===== src/rtl/mops_sdo_responder.sv =====
`timescale 1ns/1ps
// Emulated MOPS CANopen node answering MOPSHUB expedited SDO requests; MOPS_SDO_DOWNLOAD_EN adds 8 writable scratch registers.
// Latency: response valid 2+RSP_DELAY cycles after request accept; response held until rsp_ready, no requests taken while busy.
module mops_sdo_responder #(
    parameter logic [6:0] NODE_ID   = 7'h00,
    parameter int         RSP_DELAY = 16,
    parameter int         N_ADC_CH  = 32
) (
    input  logic        clk_40_m,
    input  logic        rst,
    input  logic        req_valid,
    output logic        req_ready,
    input  logic [75:0] req_frame,
    output logic        rsp_valid,
    input  logic        rsp_ready,
    output logic [75:0] rsp_frame,
    output logic        busy,
    output logic [7:0]  ignore_cnt,
    output logic [7:0]  abort_cnt
);
    typedef enum logic [1:0] {IDLE = 2'd0, CHECK = 2'd1, WAIT = 2'd2, SEND = 2'd3} state_t;

    localparam logic [10:0] REQ_COB = 11'h600 + {4'h0, NODE_ID};
    localparam logic [10:0] RSP_COB = 11'h580 + {4'h0, NODE_ID};

    state_t      state_q, state_d;
    logic [31:0] req_q, req_d;          // cmd, idx lo, idx hi, subidx of the accepted request
    logic [75:0] rsp_q, rsp_d;
    logic [7:0]  dly_q, dly_d;
    logic [7:0]  ign_q, ign_d;
    logic [7:0]  abt_q, abt_d;
    logic [11:0] adc_base_q, adc_base_d;
    logic        is_adc_q, is_adc_d;
    logic        is_abort_q, is_abort_d;

    logic [7:0]  cmd;
    logic [15:0] idx;
    logic [7:0]  sub;
    logic [11:0] adc_val;
    logic        sub_is_adc;
    logic [7:0]  r_cmd;
    logic [31:0] r_dat;
    logic        unused_bits;

    assign cmd        = req_q[31:24];
    assign idx        = {req_q[15:8], req_q[23:16]};
    assign sub        = req_q[7:0];
    assign adc_val    = adc_base_q + {4'h0, sub};
    assign sub_is_adc = {1'b0, sub} < 9'(N_ADC_CH);

`ifdef MOPS_SDO_DOWNLOAD_EN
    logic [15:0] scratch_q [8];
    logic [15:0] scratch_d [8];
    logic [15:0] wr_dat_q, wr_dat_d;
    assign unused_bits = ^req_frame[15:0];
`else
    assign unused_bits = ^req_frame[31:0];
`endif

    always_comb begin
        state_d    = state_q;
        req_d      = req_q;
        rsp_d      = rsp_q;
        dly_d      = dly_q;
        ign_d      = ign_q;
        abt_d      = abt_q;
        adc_base_d = adc_base_q;
        is_adc_d   = is_adc_q;
        is_abort_d = is_abort_q;
        r_cmd      = 8'h80;
        r_dat      = 32'h01000405;
`ifdef MOPS_SDO_DOWNLOAD_EN
        wr_dat_d   = wr_dat_q;
        for (int i = 0; i < 8; i++) scratch_d[i] = scratch_q[i];
`endif
        case (state_q)
            IDLE: begin
                if (req_valid) begin
                    if (req_frame[75:65] == REQ_COB && !req_frame[64]) begin
                        req_d   = req_frame[63:32];
`ifdef MOPS_SDO_DOWNLOAD_EN
                        wr_dat_d = {req_frame[23:16], req_frame[31:24]};
`endif
                        state_d = CHECK;
                    end else if (ign_q != 8'hFF) begin
                        ign_d = ign_q + 8'd1;
                    end
                end
            end
            CHECK: begin
                // Default answer is the "command unknown" abort; data bytes are little-endian
                is_adc_d   = 1'b0;
                is_abort_d = 1'b1;
                if (cmd == 8'h40) begin
                    if (idx == 16'h2400 && sub_is_adc) begin
                        r_cmd      = 8'h4B;
                        r_dat      = {adc_val[7:0], 4'h0, adc_val[11:8], 16'h0000};
                        is_adc_d   = 1'b1;
                        is_abort_d = 1'b0;
                    end else if (idx == 16'h1000 && sub == 8'h00) begin
                        r_cmd      = 8'h43;
                        r_dat      = 32'h91010000;
                        is_abort_d = 1'b0;
`ifdef MOPS_SDO_DOWNLOAD_EN
                    end else if (idx == 16'h2200 && sub < 8'd8) begin
                        r_cmd      = 8'h4B;
                        r_dat      = {scratch_q[sub[2:0]][7:0], scratch_q[sub[2:0]][15:8], 16'h0000};
                        is_abort_d = 1'b0;
`endif
                    end else begin
                        r_dat = 32'h00000206;
                    end
`ifdef MOPS_SDO_DOWNLOAD_EN
                end else if (cmd == 8'h2B) begin
                    if (idx == 16'h2200 && sub < 8'd8) begin
                        r_cmd                = 8'h60;
                        r_dat                = 32'h0;
                        is_abort_d           = 1'b0;
                        scratch_d[sub[2:0]]  = wr_dat_q;
                    end else begin
                        r_dat = 32'h00000206;
                    end
`endif
                end
                rsp_d   = {RSP_COB, 1'b0, r_cmd, req_q[23:0], r_dat};
                dly_d   = 8'(RSP_DELAY);
                state_d = WAIT;
            end
            WAIT: begin
                if (dly_q == 8'd0) state_d = SEND;
                else               dly_d   = dly_q - 8'd1;
            end
            SEND: begin
                if (rsp_ready) begin
                    state_d = IDLE;
                    if (is_adc_q) adc_base_d = adc_base_q + 12'd1;
                    if (is_abort_q && abt_q != 8'hFF) abt_d = abt_q + 8'd1;
                end
            end
            default: state_d = IDLE;
        endcase
    end

    always_ff @(posedge clk_40_m) begin
        if (!rst) begin
            state_q    <= IDLE;
            req_q      <= '0;
            rsp_q      <= '0;
            dly_q      <= '0;
            ign_q      <= '0;
            abt_q      <= '0;
            adc_base_q <= 12'h000;
            is_adc_q   <= 1'b0;
            is_abort_q <= 1'b0;
`ifdef MOPS_SDO_DOWNLOAD_EN
            wr_dat_q   <= '0;
            for (int i = 0; i < 8; i++) scratch_q[i] <= 16'h0000;
`endif
        end else begin
            state_q    <= state_d;
            req_q      <= req_d;
            rsp_q      <= rsp_d;
            dly_q      <= dly_d;
            ign_q      <= ign_d;
            abt_q      <= abt_d;
            adc_base_q <= adc_base_d;
            is_adc_q   <= is_adc_d;
            is_abort_q <= is_abort_d;
`ifdef MOPS_SDO_DOWNLOAD_EN
            wr_dat_q   <= wr_dat_d;
            for (int i = 0; i < 8; i++) scratch_q[i] <= scratch_d[i];
`endif
        end
    end

    assign req_ready  = (state_q == IDLE);
    assign rsp_valid  = (state_q == SEND);
    assign busy       = (state_q != IDLE);
    assign rsp_frame  = rsp_q;
    assign ignore_cnt = ign_q;
    assign abort_cnt  = abt_q;
endmodule


===== config.mk =====
export PLATFORM = sky130hd
export DESIGN_NAME = mops_sdo_responder
export DESIGN_NICKNAME = d
export VERILOG_FILES = /design/src/rtl/mops_sdo_responder.sv
export SDC_FILE = /design/constraint.sdc
export NUM_CORES = 1
export LEC_CHECK = 0
export BUFFER_PORTS_ARGS = -buffer_cell sky130_fd_sc_hd__buf_2
export CELL_PAD_IN_SITES_DETAIL_PLACEMENT = 0
export CELL_PAD_IN_SITES_GLOBAL_PLACEMENT = 1
export CORE_ASPECT_RATIO = 0.75
export CORE_MARGIN = 1
export CORE_UTILIZATION = 40
export DETAILED_ROUTE_END_ITERATION = 10
export PLACE_DENSITY = 0.81
export SLEW_MARGIN = 40
export SYNTH_ARGS = -nofsm -noshare
export SYNTH_HDL_FRONTEND = slang
export SYNTH_SLANG_ARGS = --single-unit

===== constraint.sdc =====
create_clock -name clk_40_m -period 3.05 [get_ports clk_40_m]
set_clock_uncertainty 0.1 [all_clocks]
set_input_delay 0.1525 -clock clk_40_m [delete_from_list [all_inputs] [get_ports clk_40_m]]
set_output_delay 0.1525 -clock clk_40_m [all_outputs]
set_load 0.1 [all_outputs]

# --- Word-level counts from Yosys, hierarchy flattened ---
# Index checks and enable logic that the tools add are counted.
op_classes:
  reduce_logical: 16
  add_sub_neg: 5
  n_eq_ne: 14
  bitwise_logic: 1
  order_cmp: 1
  mux: 18
op_table:
  columns: ["cell", "n"]
  rows:
  - ["2-to-1 mux 32 bit", 3]
  - ["2-to-1 mux 8 bit", 4]
  - ["adder 8 x 1 -> 8 bit, second input constant", 2]
  - ["== test 16 x 13 -> 1 bit, second input constant", 1]
  - ["== test 16 x 14 -> 1 bit, second input constant", 1]
  - ["logical NOT 8 bit", 2]
  - ["inequality test 8 bit, second input constant", 2]
  - ["one-hot mux 8 bit (2 select lines)", 1]
  - ["adder 12 x 1 -> 12 bit, second input constant", 1]
  - ["adder 12 x 8 -> 12 bit", 1]
  - ["== test 11 bit, second input constant", 1]
  - ["AND reduction 3 bit", 3]
  - ["== test 8 x 7 -> 1 bit, second input constant", 1]
  - ["< comparator 8 x 6 -> 1 bit, second input constant", 1]
  - ["2-to-1 mux 2 bit", 4]
  - ["one-hot mux 2 bit (4 select lines)", 1]
  - ["AND reduction 4 bit", 2]
  - ["subtractor 8 x 1 -> 8 bit, second input constant", 1]
  - ["inequality test 2 bit, second input constant", 3]
  - ["2-to-1 mux 1 bit", 5]
  - ["== test 2 bit, second input constant", 2]
  - ["logical AND 1 bit", 4]
  - ["inequality test 2 x 1 -> 1 bit, second input constant", 2]
  - ["nonzero test 2 bit", 2]
  - ["other kinds (5)", 5]
totals:
  ff_bits: 137
  out_inout_bits: 95
  word_cells: 64

# --- Longest topological paths before layout ---
logic_depth:
  word_depth: 5
  depth_mapped: 8
  mapped_depth_nobuf: 8

# --- Worst setup path before layout ---
# OpenSTA, ideal clock, no wires.
synth_timing:
  kind: "register to register"
  from: "reg state_q[0]"
  to: "reg state_q[1]"
  setup_slack_ns: 0.190
  setup_time_ns: 0.124
  stages_incl_launch_ff: 8
  synth_period_minus_slack_ns: 2.860
  arrival_ns: 2.636
  t_required_ns: 2.826
  path_buffers: 0
  path_cell_list: "dfxtp_1 -> inv_1 -> ha_1 -> inv_1 -> a41oi_1 -> nor3_4 -> nand3_1 -> o21ai_0"
synth_between:
  elab_chain_len: 3
  word_cells_on_any_way: 10
synth_lines:
  columns: ["element", "line", "source"]
  rows:
  - ["start: declaration", "26", "state_t state_q, state_d;"]
  - ["start signal: assignment", "160", "state_q <= state_d;"]
  - ["logical NOT 2 bit *", null, null]
  - ["net req_ready", "12", "output logic req_ready,"]
  - ["inequality test 2 x 1 -> 1 bit (no line) or inequality test 2 bit (tied branches)", null, null]
  - ["AND reduction 4 bit (no line)", null, null]
# Mark *: on every way through the listed nets, which the timed path passes. The rest lies on a longest branch.
# A chain may end at the register's enable or synchronous reset.

# --- Worst setup path in the final report ---
layout_timing:
  from: "reg req_q[5]"
  to: "reg rsp_q[29] (netlist: rsp_frame[29])"
layout_between:
  elab_chain_len: 4
  word_cells_on_any_way: 5
layout_lines:
  columns: ["element", "line", "source"]
  rows:
  - ["start: declaration", "27", "logic [31:0] req_q, req_d;"]
  - ["start signal: assignment", "161", "req_q <= req_d;"]
  - ["branches (longest 2 deep; another with adder 12 x 8 -> 12 bit)", null, null]
  - ["2-to-1 mux 32 bit *", "95", "if (idx == 16'h2400 && sub_is_adc) begin"]
  - ["2-to-1 mux 32 bit *", "94", "if (cmd == 8'h40) begin"]
  - ["end signal: assignment", "162", "rsp_q <= rsp_d;"]
  - ["end: declaration", "28", "logic [75:0] rsp_q, rsp_d;"]
# Mark *: on every way between the ends.

==> impl_metrics.csv <==
group,metric,value,unit
synthesis,synth_area_leaders,"dfxtp_1 (41%), nand2_1 (6.2%), buf_4 (5.1%), mux2i_1 (5.0%), nor2b_1 (4.7%)",
timing,rsz0062_at_grt,"false",
timing,fin_crit_sh,0.768,
setup_path,worstPathMaxFanout,5,
setup_path,worst-setup-path-type,"reg2reg",
grt,grt_overflow,0,
placement,placed_area,0.00601,mm2
synthesis,ys_seq_elements,112,
timing,max_clock_freq,427,MHz
synthesis,syn_inst,601,
power_and_ir_drop,pwr-share-comb,0.102,
synthesis,synth_area_per_cell,9.08,um2
worst_hold_path,hold_class,"in2reg",
setup_path,critPathTopFamily,"simple AND/OR/NAND/NOR gates",
synthesis,synthArstFlopShare,0,
floorplanning,io_pins,175,
detailed_routing,drc,0,
final_layout,final_nets,828,
floorplanning,die_h,103,um
detailed_routing,drt_iter0_markers,157,
placement,dp.cells,858,
synthesis,synth_warnings,0,
synthesis,netlist_area,0.00546,mm2
placement,dp_hpwl,8540,um
clocking,cts.sinks,112,
placement,port_buffers,115,
detailed_routing,wl_per_cell,13.2,um
clocking,postCtsSetupRepairBufs,0,
detailed_routing,vias_per_cell,4.85,
power_and_ir_drop,p_sw,0.793,mW
power_and_ir_drop,leakagePower,2.74,nW
timing,setup_tns,0,ps
floorplanning,dieWidth,137,um
clocking,hold_buffers,32,
synthesis,yosys.area.top_type_share,0.411,
detailed_routing,dr.pass1.iters,4,
clocking,cts_resized,0,
final_layout,drive_above_1_share,0.210,
setup_path,critPathSlowestCell,"nor4_1",
clocking,cts-root-buf,"clkbuf_16",
final_layout,fillers,1257,
final_layout,area.growth.synth_to_final,21.5,%
clocking,worstSkewPairLatency,350,ps
detailed_routing,postRouteAntennaNets,0,
detailed_routing,routed_wl,12000,um
setup_path,cp_cell_sequence,"nor4_1, nand4_1, nor3_2, nand2_1, o21ai_0",
setup_path,max_stage_delay,590,ps
setup_path,path_buf_inv,0,
grt,grt_pass1_wl,19600,um
timing,maxSlewHeadroom,0.527,
power_and_ir_drop,seqPwrFrac,0.493,
grt,antenna_found_initial,0,
synthesis,yosysTopAreaCell,"dfxtp_1",
synthesis,synthFlopType,"dfxtp_1",
placement,dp_slack,799,ps
final_layout,final_cells,906,
grt,grt_pass1_vias,4091,
clocking,cts.reportedPaths.clkPinSlew,70,ps
final_layout,final_area,0.00663,mm2
timing,worstMarginPinSlew,710,ps
clocking,cts_tree,"done",
synthesis,synth_edf_count,0,
power_and_ir_drop,p_total,2.98,mW
final_layout,final_cell_mix,"buf_2 (115), dfxtp_1 (112), nand2_1 (90), nor2b_1 (41)",
power_and_ir_drop,switching_share,0.266,
grt,grt_max_degree,50,
clocking,numCtsBuffers,9,
timing,hold_viol,0,
flow_run,cap_violations,0,
setup_path,worstSetupEndpointType,"flip-flop",
final_layout,fin_util,0.504,
clocking,htreeDepth,3,
timing,finalCriticalPeriod,2340,ps
timing,fin_ws,709,ps
floorplanning,coreArea,0.0132,mm2
final_layout,final_common_cell,"buf_2",
power_and_ir_drop,power_density,449,mW/mm2
floorplanning,die_area,0.0141,mm2
timing,whs,208,ps
synthesis,ys_types,58,
power_and_ir_drop,irDropWorstVdd,0.000305,V
clocking,clock_path_buffers,2,
synthesis,ys_seq_area_frac,0.411,
setup_path,cp-start-kind,"flip-flop",
floorplanning,initial_core_util,0.415,
outcome,status,"complete, no violations",
setup_path,arrival,2510,ps
final_layout,diodes,0,
floorplanning,row_count,36,
setup_path,cp.required,3220,ps
detailed_routing,num_vias,4395,
placement,gp_congestion,0.838,
timing,setup_viol,0,
power_and_ir_drop,internal-power,2.19,mW
power_and_ir_drop,clock_power_share,0.405,
timing,slew_violations,0,
grt,track_usage,0.176,
[registers in the layout, indices dropped and copies added (netlist names)]
signal      flops
abort_cnt       8
adc_base_q     12
dly_q           8
ignore_cnt      8
req_q          32
rsp_frame      42
state_q         2
[layer usage]
metal | share of wire | track usage | up-vias
met3 | 0.049 | 0.0448 | 13
met1 | 0.49 | 0.234 | 2035
met2 | 0.45 | 0.284 | 91
met5 | 0 | 0 | -
met4 | 0.012 | 0.0524 | 0
li1 | - | - | 2256
[cell type report]
| class | count | area, um2 | area share |
|---|---|---|---|
| Sequential cell | 112 | 2240 | 0.338 |
| Inverter | 12 | 45.0 | 0.00679 |
| Tap cell | 171 | 214 | 0.0323 |
| Clock inverter | 7 | 80.1 | 0.0121 |
| Clock buffer | 9 | 225 | 0.0339 |
| Timing Repair Buffer | 152 | 946 | 0.143 |
| Multi-Input combinational cell | 443 | 2880 | 0.434 |
[worst paths after layout]
check,start,to,slack [ps],cells past startpoint
setup / recovery,req_q[5],rsp_frame[29],710,5
hold / removal,rsp_ready,state_q[0],210,4
setup reg to reg,req_q[5],rsp_frame[29],710,5
hold reg to reg,req_q[29],req_q[29],360,2
[power groups by stage]
| stage | clock (mW) | combinational (mW) | sequential [mW] |
|---|---|---|---|
| final | 1.21 | 0.304 | 1.47 |
| after detailed placement | 0 | 0.272 | 1.50 |
| after global placement | 0 | 0.271 | 1.50 |
| after global routing | 1.30 | 0.319 | 1.47 |
| after floorplan | 0 | 0.228 | 1.53 |
| after CTS | 1.24 | 0.304 | 1.47 |
[cells in the mapped netlist, types with 4 or more instances]
master,count
nand3_1,21
mux2i_1,27
and2_1,22
nand3b_1,4
nor4_1,9
ha_1,17
or3_1,6
o21a_1,5
buf_4,37
nor2b_1,41
inv_1,12
nor3_1,6
clkbuf_1,17
dfxtp_1,112
nand2_1,90
o21ai_0,17
nand4_1,7
a21boi_0,7
xnor2_1,16
o31ai_1,6
nor2_1,12
and3_1,6
a21boi_1,32
a21oi_1,11
xor2_1,15
[logic make-up after synthesis]
logic type | share of synthesized area
simple gates | 0.239
flops | 0.411
compound gates | 0.128
buf+inv | 0.0798
xor+xnor | 0.0497
mux | 0.0495
fa+ha+maj | 0.0426
other cells | 0.000687
[tightest hold or removal path: cells and delay by family]
kind,cells,cell delay (ps)
AOI/OAI and AO/OA,1,190
buffers and inverters,1,130
and+or+nand+nor,2,130
(Power assumes the default switching activity.)
